## config.mk

```make
export PLATFORM = sky130hd
export DESIGN_NAME = pe_driver
export DESIGN_NICKNAME = d
export VERILOG_FILES = /design/src/rtl/pe_pkg.sv /design/src/rtl/pe_driver.sv
export SDC_FILE = /design/constraint.sdc
export NUM_CORES = 1
export LEC_CHECK = 0
export CORE_AREA = 3 3 60 62
export CTS_BUF_LIST = sky130_fd_sc_hd__clkbuf_16
export DETAILED_ROUTE_END_ITERATION = 12
export DIE_AREA = 0 0 63 65
export PLACE_DENSITY_LB_ADDON = 0.12
export SYNTH_ARGS = -nofsm -noshare
export SYNTH_HDL_FRONTEND = slang
export SYNTH_SLANG_ARGS = --single-unit
```

## constraint.sdc

```tcl
create_clock -name clk -period 3.6 [get_ports clk]
set_input_delay 0.54 -clock clk [delete_from_list [all_inputs] [get_ports clk]]
set_output_delay 0.54 -clock clk [all_outputs]
set_load 0.02 [all_outputs]
```

## src/rtl/pe_pkg.sv

```systemverilog
// Shared types and defaults for the PE driver: FSM state encoding,
// default widths/lengths and the beat-count width helper.
package pe_pkg;

  localparam int DATA_WIDTH_DEF   = 8;
  localparam int PE_OUT_WIDTH_DEF = 8;
  localparam int MAX_LEN_DEF      = 16;

  typedef enum logic [1:0] {
    IDLE  = 2'd0,
    ACCUM = 2'd1,
    FLUSH = 2'd2,
    HOLD  = 2'd3
  } state_t;

  // Width needed to hold a beat count from 0 up to and including max_len.
  function automatic int cnt_w(input int max_len);
    return $clog2(max_len + 1);
  endfunction

endpackage

```

## src/rtl/pe_driver.sv

```systemverilog
// Streams operand pairs into an external MAC processing element, seeds its
// accumulator with a bias on the first beat, feeds the registered result
// back on later beats, and presents the finished dot product on a
// valid/ready result port.
//
// Handshakes: a beat moves when op_valid && op_ready in the same cycle; a
// result moves when res_valid && res_ready in the same cycle. Once raised,
// res_valid and res_data/res_count/res_trunc hold until the result moves.
module pe_driver
  import pe_pkg::*;
#(
  parameter int DATA_WIDTH   = DATA_WIDTH_DEF,
  parameter int PE_OUT_WIDTH = PE_OUT_WIDTH_DEF,
  parameter int MAX_LEN      = MAX_LEN_DEF
) (
  input  logic                       clk,
  input  logic                       rst,
  input  logic                       op_valid,
  output logic                       op_ready,
  input  logic [DATA_WIDTH-1:0]      op_a,
  input  logic [DATA_WIDTH-1:0]      op_b,
  input  logic                       op_last,
  input  logic [DATA_WIDTH-1:0]      bias,
  output logic [DATA_WIDTH-1:0]      pe_inp,
  output logic [DATA_WIDTH-1:0]      pe_out,
  output logic [DATA_WIDTH-1:0]      pe_acc,
  input  logic [PE_OUT_WIDTH-1:0]    pe_acc_out,
  output logic                       res_valid,
  input  logic                       res_ready,
  output logic [PE_OUT_WIDTH-1:0]    res_data,
  output logic [cnt_w(MAX_LEN)-1:0]  res_count,
  output logic                       res_trunc,
  output logic [1:0]                 state_dbg
);

  localparam int CW = cnt_w(MAX_LEN);

  state_t        state;
  logic [CW-1:0] cnt;
  logic [CW-1:0] cnt_next;
  logic          cut;
  logic          xfer;
  logic          at_max;

  assign state_dbg = state;
  assign op_ready  = !rst && (state == IDLE || state == ACCUM);
  assign xfer      = op_valid && op_ready;
  assign cnt_next  = cnt + 1'b1;
  assign at_max    = (cnt_next == CW'(MAX_LEN));

  // PE drive: operands only on a transfer so the PE holds during bubbles;
  // accumulator input is the bias on the first beat, else the fed-back result.
  always_comb begin
    pe_inp = '0;
    pe_out = '0;
    pe_acc = '0;
    if (!rst) begin
      if (xfer) begin
        pe_inp = op_a;
        pe_out = op_b;
      end
      if (state == IDLE) begin
        pe_acc = xfer ? bias : '0;
      end else begin
        pe_acc = DATA_WIDTH'(pe_acc_out);
      end
    end
  end

  // Vector sequencing: count beats, close the vector on op_last or MAX_LEN,
  // wait one cycle for the PE register, then hold the result until taken.
  always_ff @(posedge clk) begin
    if (rst) begin
      state     <= IDLE;
      cnt       <= '0;
      cut       <= 1'b0;
      res_valid <= 1'b0;
      res_data  <= '0;
      res_count <= '0;
      res_trunc <= 1'b0;
    end else begin
      case (state)
        IDLE, ACCUM: begin
          if (xfer) begin
            cnt <= cnt_next;
            if (op_last || at_max) begin
              state <= FLUSH;
              cut   <= !op_last;
            end else begin
              state <= ACCUM;
            end
          end
        end
        FLUSH: begin
          res_data  <= pe_acc_out;
          res_count <= cnt;
          res_trunc <= cut;
          res_valid <= 1'b1;
          state     <= HOLD;
        end
        HOLD: begin
          if (res_ready) begin
            res_valid <= 1'b0;
            cnt       <= '0;
            state     <= IDLE;
          end
        end
        default: state <= IDLE;
      endcase
    end
  end

endmodule

```

==> flow_summary_export.csv, run 1 <==
group,metric,value,unit
synthesis,synthesis.area,1189,um^2
setup_path,cp_slowest_cell,"clkdlybuf4s50_1",
clocking,clk_pin_slew,0.06,ns
clocking,cts_buffers,3,
final_layout,multiInputGateArea,668.1,um^2
sta,timing.final.crit_share,79.91,%
sta,final.setup.tns,0,ns
setup_path,crit_required,3.06,ns
die,num_rows,20,
synthesis,synth_xor_area_share,0,%
die,ios,79,
sta,worst_pin_slew,0.9255,ns
final_layout,final_cell_mix,"clkdlybuf4s50_1 (78), nand2_1 (32), a21oi_1 (31), dfxtp_1 (23), and2_1 (16)",
clocking,htree_num_levels,1,
place,dp_hpwl,2869,um
grt,grtUsageTotal,19.31,%
setup_path,crit_path_end_kind,"primary output",
final_layout,layout.nets,275,
sta,hold_viol_final,0,
die,core-area,3078,um^2
grt,overflow,0,
final_layout,syn_to_final_growth,74.21,%
setup_path,crit_family,"buffers and inverters",
sta,relSlewSlack,38.07,%
synthesis,synth-compound-area-share,24.11,%
routing,drc,0,
synthesis,synth.avg_cell_area,7.292,um^2
final_layout,fillers,278,
routing,ant_nets,0,
routing,vias,1410,
routing,drt_first_pass_iters,4,
power,leakagePower,0.7095,nW
setup_path,crit_arrival,2.34,ns
die,initial_core_util,38.62,%
synthesis,synth_top_family_by_area,"simple AND/OR/NAND/NOR gates",
grt,antenna_found_initial,0,
sta,setup_viol,0,
setup_path,cp.buffers_inverters,4,
job,cap_violations,0,
final_layout,final_layout_size_suffix_gt1_share,4.661,%
grt,grt_pass1_wl,6368,um
clocking,cts.sinks,23,
clocking,clockBufferDepth,2,
synthesis,yosysWarningCount,0,
synthesis,synth_seq_cells,23,
synthesis,synth_mux_area_share,0,%
routing,postRouteWirelength,3816,um
die,die_h,65,um
synthesis,synth_nets,201,
synthesis,yosysSeqAreaShare,38.74,%
sta,fmax,347.6,MHz
setup_path,max_stage_delay,0.61,ns
clocking,cts_hold_buffers,0,
synthesis,synth.distinct_cells,26,
clocking,cts_tree,"done",
final_layout,mostFrequentLayoutCell,"clkdlybuf4s50_1",
routing,dr.first_iter.drc_count,77,
setup_path,cp_cell_sequence,"clkdlybuf4s50_1, buf_4, nor3b_2, buf_4, and2_1, clkdlybuf4s50_1",
min_path,hp-class,"flop to flop",
clocking,worst_skew_pair.late_latency,0.26,ns
setup_path,cp-start-kind,"input port",
die,design.die.area,4095,um^2
place,place_congestion,0.7348,
sta,final.setup_skew,0.006656,ns
sta,rsz0062_at_grt,"false",
power,powerDensity,332.0,nW/um^2
clocking,post_cts_buffers,0,
power,ir_worst_vdd,0.1663,mV
routing,routedWlPerCell,13.63,um
setup_path,critPathKind,"input port to primary output",
sta,setup_slack,0.7233,ns
synthesis,netlist_instances,163,
die,die_w,63,um
grt,grt_max_degree,33,
final_layout,regArea,460.4,um^2
clocking,cts.repair.resized,0,
synthesis,synth-adder-area-share,1.053,%
sta,min_period,2.877,ns
clocking,root_buffer,"clkbuf_16",
grt,grt_pass1_vias,1429,
place,pre_cts_ws,0.7061,ns
synthesis,synth_simple_gate_area_share,31.05,%
setup_path,crit_path_max_fanout,22,
outcome,status,"complete, no violations",
place,io_buffers,78,
final_layout,antenna_cells,0,
sta,maxSlewViolCount,0,
routing,avgViaCountPerCell,5.036,
-- worst register-to-register path, cell delays in order, from the launching register on --
cell	delay, ns
dfxtp_1	0.69
inv_1	0.16
nor2_1	0.75
nand2_1	0.13
a21oi_1	0.17
-- through the flow --
step | util, % | hold slack, ns | instances | total power, mW | instance area, um^2
2_1_floorplan | - | 0.4322 | 163 | 0.3613 | 1189
3_3_place_gp | 64.67 | 0.4442 | 276 | 0.4531 | 1991
3_5_place_dp | 64.67 | 0.4480 | 276 | 0.4571 | 1991
4_1_cts | 67.28 | 0.4566 | 280 | 0.6947 | 2071
5_1_grt | 67.28 | 0.4819 | 280 | 0.7198 | 2071
6_report | 67.28 | 0.4526 | 280 | 0.6875 | 2071
-- layer usage --
metal / wire length, um / vias up / GRT usage [%]
met2: 1925 / 74 / 37.02
met3: 386 / 5 / 6.586
met4: 41 / 0 / 4.959
li1: - / 699 / -
met5: 0 / - / 0
met1: 1463 / 632 / 19.83
-- cell type report --
cell class | instances | share of cell area (%)
multi-input cells | 127 | 32.27
inverters | 1 | 0.1813
well taps | 44 | 2.659
clock inverters | 1 | 0.2417
flip-flops and latches | 23 | 22.24
repair buffers | 81 | 38.79
clock buffers | 3 | 3.625
-- cells by family (layout without fill, tap and decap cells) --
kind of cell / count (synthesis) / after routing
fa+ha+maj: 1 / 1
buf+inv: 13 / 86
simple gates: 76 / 76
flops: 23 / 23
compound gates: 50 / 50
-- where the power goes --
group | internal (mW) | total [mW] | switching (mW)
Clock | 0.149 | 0.236 | 0.0867
Combinational | 0.0928 | 0.175 | 0.0823
Sequential | 0.263 | 0.276 | 0.0132
-- Yosys cell counts --
library cell	instances	area, um^2
o32ai_1	1	8.760
a211oi_1	2	15.01
nand3_1	10	50.05
and2_1	16	100.1
buf_2	3	15.01
o21ai_0	9	45.04
a211oi_2	2	25.02
dfxtp_1	23	460.4
ha_1	1	12.51
nor2_1	12	45.04
nor3b_2	1	12.51
a22oi_1	1	7.510
buf_1	1	3.750
nand2_1	32	120.1
nand4b_1	1	8.760
a31oi_1	1	6.260
clkbuf_1	7	26.28
buf_6	1	11.26
a21oi_1	31	155.2
o21a_1	1	7.510
nand3b_1	2	15.01
or3b_4	1	11.26
o31a_1	1	8.760
inv_1	1	3.750
a21boi_0	1	7.510
nand2b_1	1	6.260
-- flip-flops by register name, indices dropped and copies added, names as in the netlist --
signal / flops
cnt: 5
cut: 1
res_count: 5
res_data: 8
res_trunc: 1
res_valid: 1
state_dbg: 2
-- final timing paths --
check | from | depth (start not counted) | end | slack (ns)
hold / removal | res_count[1] | 2 | res_count[1] | 0.45
setup / recovery | op_valid | 6 | pe_inp[5] | 0.72
hold reg to reg | res_count[1] | 2 | res_count[1] | 0.45
setup reg to reg | state_dbg[1] | 4 | res_data[3] | 1.63
Power figures use the tool's default switching activity.
==> run 2: changes to the inputs <==
Settings changed: CORE_AREA 3 3 60 62 to 3 3 63 65, DIE_AREA 0 0 63 65 to 0 0 66 68.
Clock period 3.6 ns to 2.9 ns, I/O delays scaled along.
==> run 2 against run 1 <==
  * Clock skew fell by 0.0056 ns
  * Core utilization decreased by 5.4 points
  * Sequential share of layout area shrank 0.27 points
  * Critical path depth down 1
  * Critical path type unchanged
  * Largest cell class unchanged
==> flow_summary_export.csv, run 2 (synthesis results as in run 1) <==
group,metric,value,unit
min_path,hp-class,"flop to flop",
sta,final.setup.tns,0,ns
final_layout,antenna_cells,0,
die,num_rows,21,
grt,grt_pass1_vias,1290,
sta,hold_viol_final,0,
routing,avgViaCountPerCell,4.789,
setup_path,critPathKind,"input port to primary output",
clocking,cts_hold_buffers,0,
setup_path,crit_path_max_fanout,16,
routing,vias,1365,
power,ir_worst_vdd,0.2329,mV
power,leakagePower,0.7252,nW
clocking,clk_pin_slew,0.06,ns
grt,antenna_found_initial,0,
final_layout,regMostFlops,"res_data",
job,cap_violations,0,
place,dp_hpwl,2865,um
die,die_h,68,um
die,design.die.area,4488,um^2
grt,grtUsageTotal,16.96,%
sta,maxSlewViolCount,0,
routing,routedWlPerCell,13.01,um
final_layout,reg_top3,"res_data (8), cnt (5), res_count (5)",
power,p_total,860.0,uW
clocking,worst_skew_pair.late_latency,0.25,ns
sta,relSlewSlack,61.00,%
setup_path,crit_path_end_kind,"primary output",
sta,setup_viol,0,
clocking,htree_num_levels,1,
routing,dr.first_iter.drc_count,72,
clocking,post_cts_buffers,0,
clocking,cts_buffers,3,
place,place_congestion,0.7377,
final_layout,mostFrequentLayoutCell,"clkdlybuf4s50_1",
final_layout,final_cell_mix,"clkdlybuf4s50_1 (78), nand2_1 (32), a21oi_1 (31), dfxtp_1 (23), and2_1 (16)",
clocking,cts.sinks,23,
sta,final.setup_skew,0.001033,ns
sta,rsz0062_at_grt,"false",
final_layout,layout.nets,278,
clocking,cts_tree,"done",
clocking,root_buffer,"clkbuf_16",
routing,postRouteWirelength,3709,um
routing,ant_nets,0,
setup_path,cp-start-kind,"input port",
sta,min_period,2.498,ns
sta,timing.final.crit_share,86.14,%
grt,grt_pass1_wl,5913,um
die,core-area,3390,um^2
die,die_w,66,um
outcome,status,"complete, no violations",
place,io_buffers,78,
final_layout,largest_reg_flops,8,
sta,worst_pin_slew,0.5850,ns
final_layout,final_layout_size_suffix_gt1_share,5.858,%
routing,drt_first_pass_iters,4,
grt,grt_max_degree,34,
setup_path,crit_arrival,2.06,ns
sta,whs,0.4525,ns
grt,overflow,0,
power,powerDensity,410.4,nW/um^2
final_layout,syn_to_final_growth,76.32,%
setup_path,crit_required,2.47,ns
die,ios,79,
sta,fmax,400.3,MHz
die,initial_core_util,35.07,%
routing,drc,0,
clocking,cts.repair.resized,0,
clocking,clockBufferDepth,2,
run 2: changes by cell type in the layout (fill, tap and decap cells not counted), sizes merged:
cell / change
buf: +3
run 2: layout make-up:
| cell class | count | area [um^2] |
|---|---|---|
| fill | 291 | 1294 |
| timing repair buffer | 84 | 825.8 |
| multi-input combinational | 127 | 668.1 |
| sequential | 23 | 460.4 |
| clock buffer | 3 | 75.07 |
| tap | 46 | 57.56 |
| clock inverter | 1 | 5.005 |
| inverter | 1 | 3.754 |
run 2: power by group:
group | switching, mW | internal, mW
registers | 0.0136 | 0.327
logic | 0.103 | 0.118
clock network | 0.113 | 0.185
total | 0.230 | 0.630
run 2: per-stage QoR:
step                util [%]  cells  setup slack, ns  area, um^2
finish                 61.83    285           0.4018        2096
global route           61.83    285           0.2533        2096
CTS                    61.83    285           0.3819        2096
detailed placement     59.47    281           0.3825        2016
global placement       59.47    281           0.4127        2016
floorplan                  -    163            1.079        1189
run 2: critical path, cell delays in order:
cell	delay [ns]
clkdlybuf4s50_1	0.48
nor3b_2	0.20
buf_4	0.20
and2_1	0.15
clkdlybuf4s50_1	0.60
run 2: final timing paths:
kind	end	cells after the start	from	slack, ns
worst max-delay path	pe_out[2]	5	op_valid	0.40
worst min-delay path	res_data[2]	2	res_data[2]	0.45
worst max register to register	res_data[6]	6	state_dbg[1]	1.18
worst min register to register	res_data[2]	2	res_data[2]	0.45
run 2: per-layer routing:
metal  vias up  part of all wire (%)  track usage, %
li1        707                     -               -
met1       606                    40           18.96
met2        50                    51           31.79
met3         2                   8.0           4.433
met4         0                  0.38           4.569
met5         -                     0               0
==> run 3: changes to the inputs <==
Settings changed: ABC_AREA from default to 1, CORE_AREA 3 3 63 65 to 3 3 64 66, DIE_AREA 0 0 66 68 to 0 0 67 69.
==> run 3 against run 2 <==
  * Critical path depth grew 4
  * Worst hold slack gained 0.0036 ns
  * Cell count grew 14%
  * Combinational power grew 13%
  * Routed wire length shrank 1.0%
  * Setup slack lost 0.11 ns
  * Area after synthesis grew 8.7%
  * Die area grew 3.0%
  * Sequential share of layout area shrank 0.55 points
  * Non-clock buffer count shrank 3
  * Critical endpoint is now pe_acc[7]
==> flow_summary_export.csv, run 3 <==
group,metric,value,unit
grt,antenna_found_initial,0,
routing,avgViaCountPerCell,4.515,
synthesis,yosysSeqAreaShare,35.62,%
sta,min_period,2.611,ns
routing,drc,0,
sta,hold_viol_final,0,
clocking,cts_buffers,3,
final_layout,antenna_cells,0,
synthesis,synth_nets,240,
routing,vias,1463,
synthesis,yosysMostFrequentCell,"nand2_1",
sta,maxSlewViolCount,0,
job,cap_violations,0,
clocking,cts.repair.resized,0,
power,leakagePower,0.9648,nW
setup_path,startpoint,"rst",
sta,fmax,383.0,MHz
die,die_w,67,um
routing,dr.first_iter.drc_count,35,
die,die_h,69,um
sta,rsz0062_at_grt,"false",
die,core-area,3633,um^2
setup_path,cp.buffers_inverters,4,
place,io_buffers,78,
synthesis,ys.flop_type,"dfxtp_1",
synthesis,synth-compound-area-share,17.72,%
synthesis,synth_seq_cells,23,
final_layout,mostFrequentLayoutCell,"clkdlybuf4s50_1",
sta,final.setup.tns,0,ns
routing,drt_first_pass_iters,4,
synthesis,synthTopCellsByCount,"nand2_1 (41), nor2_1 (37), inv_1 (32)",
setup_path,reg2reg_from,"state_dbg[1]",
outcome,status,"complete, no violations",
setup_path,crit_family,"buffers and inverters",
synthesis,synth_simple_gate_area_share,28.36,%
synthesis,synthArstFlopShare,0,%
setup_path,max_stage_delay,0.59,ns
synthesis,netlist_instances,202,
routing,routedWlPerCell,11.33,um
synthesis,synth_xor_area_share,0,%
place,pre_cts_ws,0.2770,ns
final_layout,final_cell_mix,"clkdlybuf4s50_1 (78), nand2_1 (41), nor2_1 (37), inv_1 (32)",
clocking,clk_pin_slew,0.06,ns
synthesis,synth.distinct_cells,22,
sta,worst_pin_slew,0.5520,ns
final_layout,design_area,2150,um^2
sta,setup_viol,0,
clocking,cts.sinks,23,
die,design.die.area,4623,um^2
final_layout,final_layout_size_suffix_gt1_share,6.522,%
synthesis,synth.avg_cell_area,6.398,um^2
synthesis,synth_mux_area_share,0,%
synthesis,synth-adder-area-share,0.9681,%
final_layout,layout.nets,315,
final_layout,largest_reg_flops,8,
setup_path,cp-start-kind,"input port",
grt,grt_pass1_vias,1325,
clocking,cts_hold_buffers,0,
routing,postRouteWirelength,3672,um
sta,relSlewSlack,63.20,%
setup_path,crit_arrival,2.18,ns
sta,timing.final.crit_share,90.03,%
clocking,htree_num_levels,1,
synthesis,synthTopCellsByArea,"dfxtp_1 (36%), nand2_1 (12%), nor2_1 (11%)",
final_layout,fin_util,59.16,%
synthesis,synth_top_family_by_area,"simple AND/OR/NAND/NOR gates",
power,ir_worst_vdd,0.2472,mV
place,place_area,2067,um^2
synthesis,yosysWarningCount,0,
synthesis,yosysTopAreaCell,"dfxtp_1",
setup_path,crit_required,2.47,ns
min_path,hp-class,"flop to flop",
die,ios,79,
final_layout,reg_top3,"res_data (8), cnt (5), res_count (5)",
setup_path,crit_path_max_fanout,13,
grt,grt_max_degree,23,
place,dp_hpwl,2817,um
clocking,clockBufferDepth,2,
final_layout,syn_to_final_growth,66.31,%
synthesis,synth_top_cell_area_share,35.62,%
die,num_rows,22,
clocking,root_buffer,"clkbuf_16",
setup_path,cp_slowest_cell,"clkdlybuf4s50_1",
setup_path,critPathKind,"input port to primary output",
grt,overflow,0,
die,initial_core_util,35.57,%
final_layout,regMostFlops,"res_data",
clocking,post_cts_buffers,0,
synthesis,synthesis.area,1292,um^2
grt,grt_pass1_wl,5885,um
grt,grtUsageTotal,15.72,%
clocking,worst_skew_pair.late_latency,0.25,ns
sta,final.setup_skew,0.002556,ns
setup_path,cp_cell_sequence,"clkdlybuf4s50_1, nor2_4, nand2_2, inv_2, nand2_1, o21ai_2, nand2_1, inv_1, clkdlybuf4s50_1",
clocking,cts_tree,"done",
synthesis,synth-edff-count,0,
power,powerDensity,417.5,nW/um^2
sta,setup_slack,0.2891,ns
min_path,min_from,"cut",
routing,ant_nets,0,
setup_path,crit_path_end_kind,"primary output",
place,place_congestion,0.7267,
setup_path,r2r_slack,1.45,ns
## run 3: changes by cell type after synthesis, sizes merged, moves of 2 or more
cell,delta
nand2,+10
nand3,-6
and2,-16
nor2,+27
clkbuf,-6
inv,+35
nand4,+3
a21oi,-18
a211oi,-4
buf,+5
nand3b,-2
o21ai,+18
## run 3: area by class of cell
class	instances	area [um^2]
clock buffer	3	75.07
tap	48	60.06
multi-input combinational	132	608.1
sequential	23	460.4
inverter	36	135.1
clock inverter	1	7.507
fill	363	1484
timing repair buffer	81	803.3
## run 3: metal layers
layer	wire, um	up-vias	track usage [%]	share of wire, %
li1	-	767	-	-
met1	1561	633	18.73	43
met2	1677	59	27.07	46
met3	385	4	4.723	10
met4	48	0	3.604	1.3
met5	0	-	0	0
## run 3: worst paths after layout
check | to | cells after the start
hold / removal | res_trunc | 2
hold reg to reg | res_trunc | 2
setup / recovery | pe_acc[7] | 9
setup reg to reg | res_data[7] | 5
## run 3: cell families (layout without fill, tap and decap cells)
family                     Yosys count  after routing
buffers and inverters               47            121
and+or+nand+nor                     89             89
DFF                                 23             23
AOI/OAI and AO/OA                   42             42
adders and majority gates            1              1
## run 3: worst register-to-register path, delay by kind of cell (launching register included)
| kind | cells | cell delay [ns] |
|---|---|---|
| AND/OR/NAND/NOR | 3 | 0.58 |
| flip-flops | 1 | 0.46 |
| buffers and inverters | 2 | 0.31 |
## run 3: stage by stage
stage	std cells	total power [mW]	hold WS, ns
6_report	324	0.8974	0.4561
5_1_grt	324	0.9412	0.4657
4_1_cts	324	0.9097	0.4532
3_5_place_dp	320	0.6070	0.4445
3_3_place_gp	320	0.6061	0.4408
2_1_floorplan	202	0.4875	0.4297
## run 3: power breakdown
group,total (mW),internal (mW),switching (mW)
logic,0.251,0.126,0.125
clock network,0.299,0.187,0.112
registers,0.347,0.334,0.0132
total,0.897,0.647,0.251
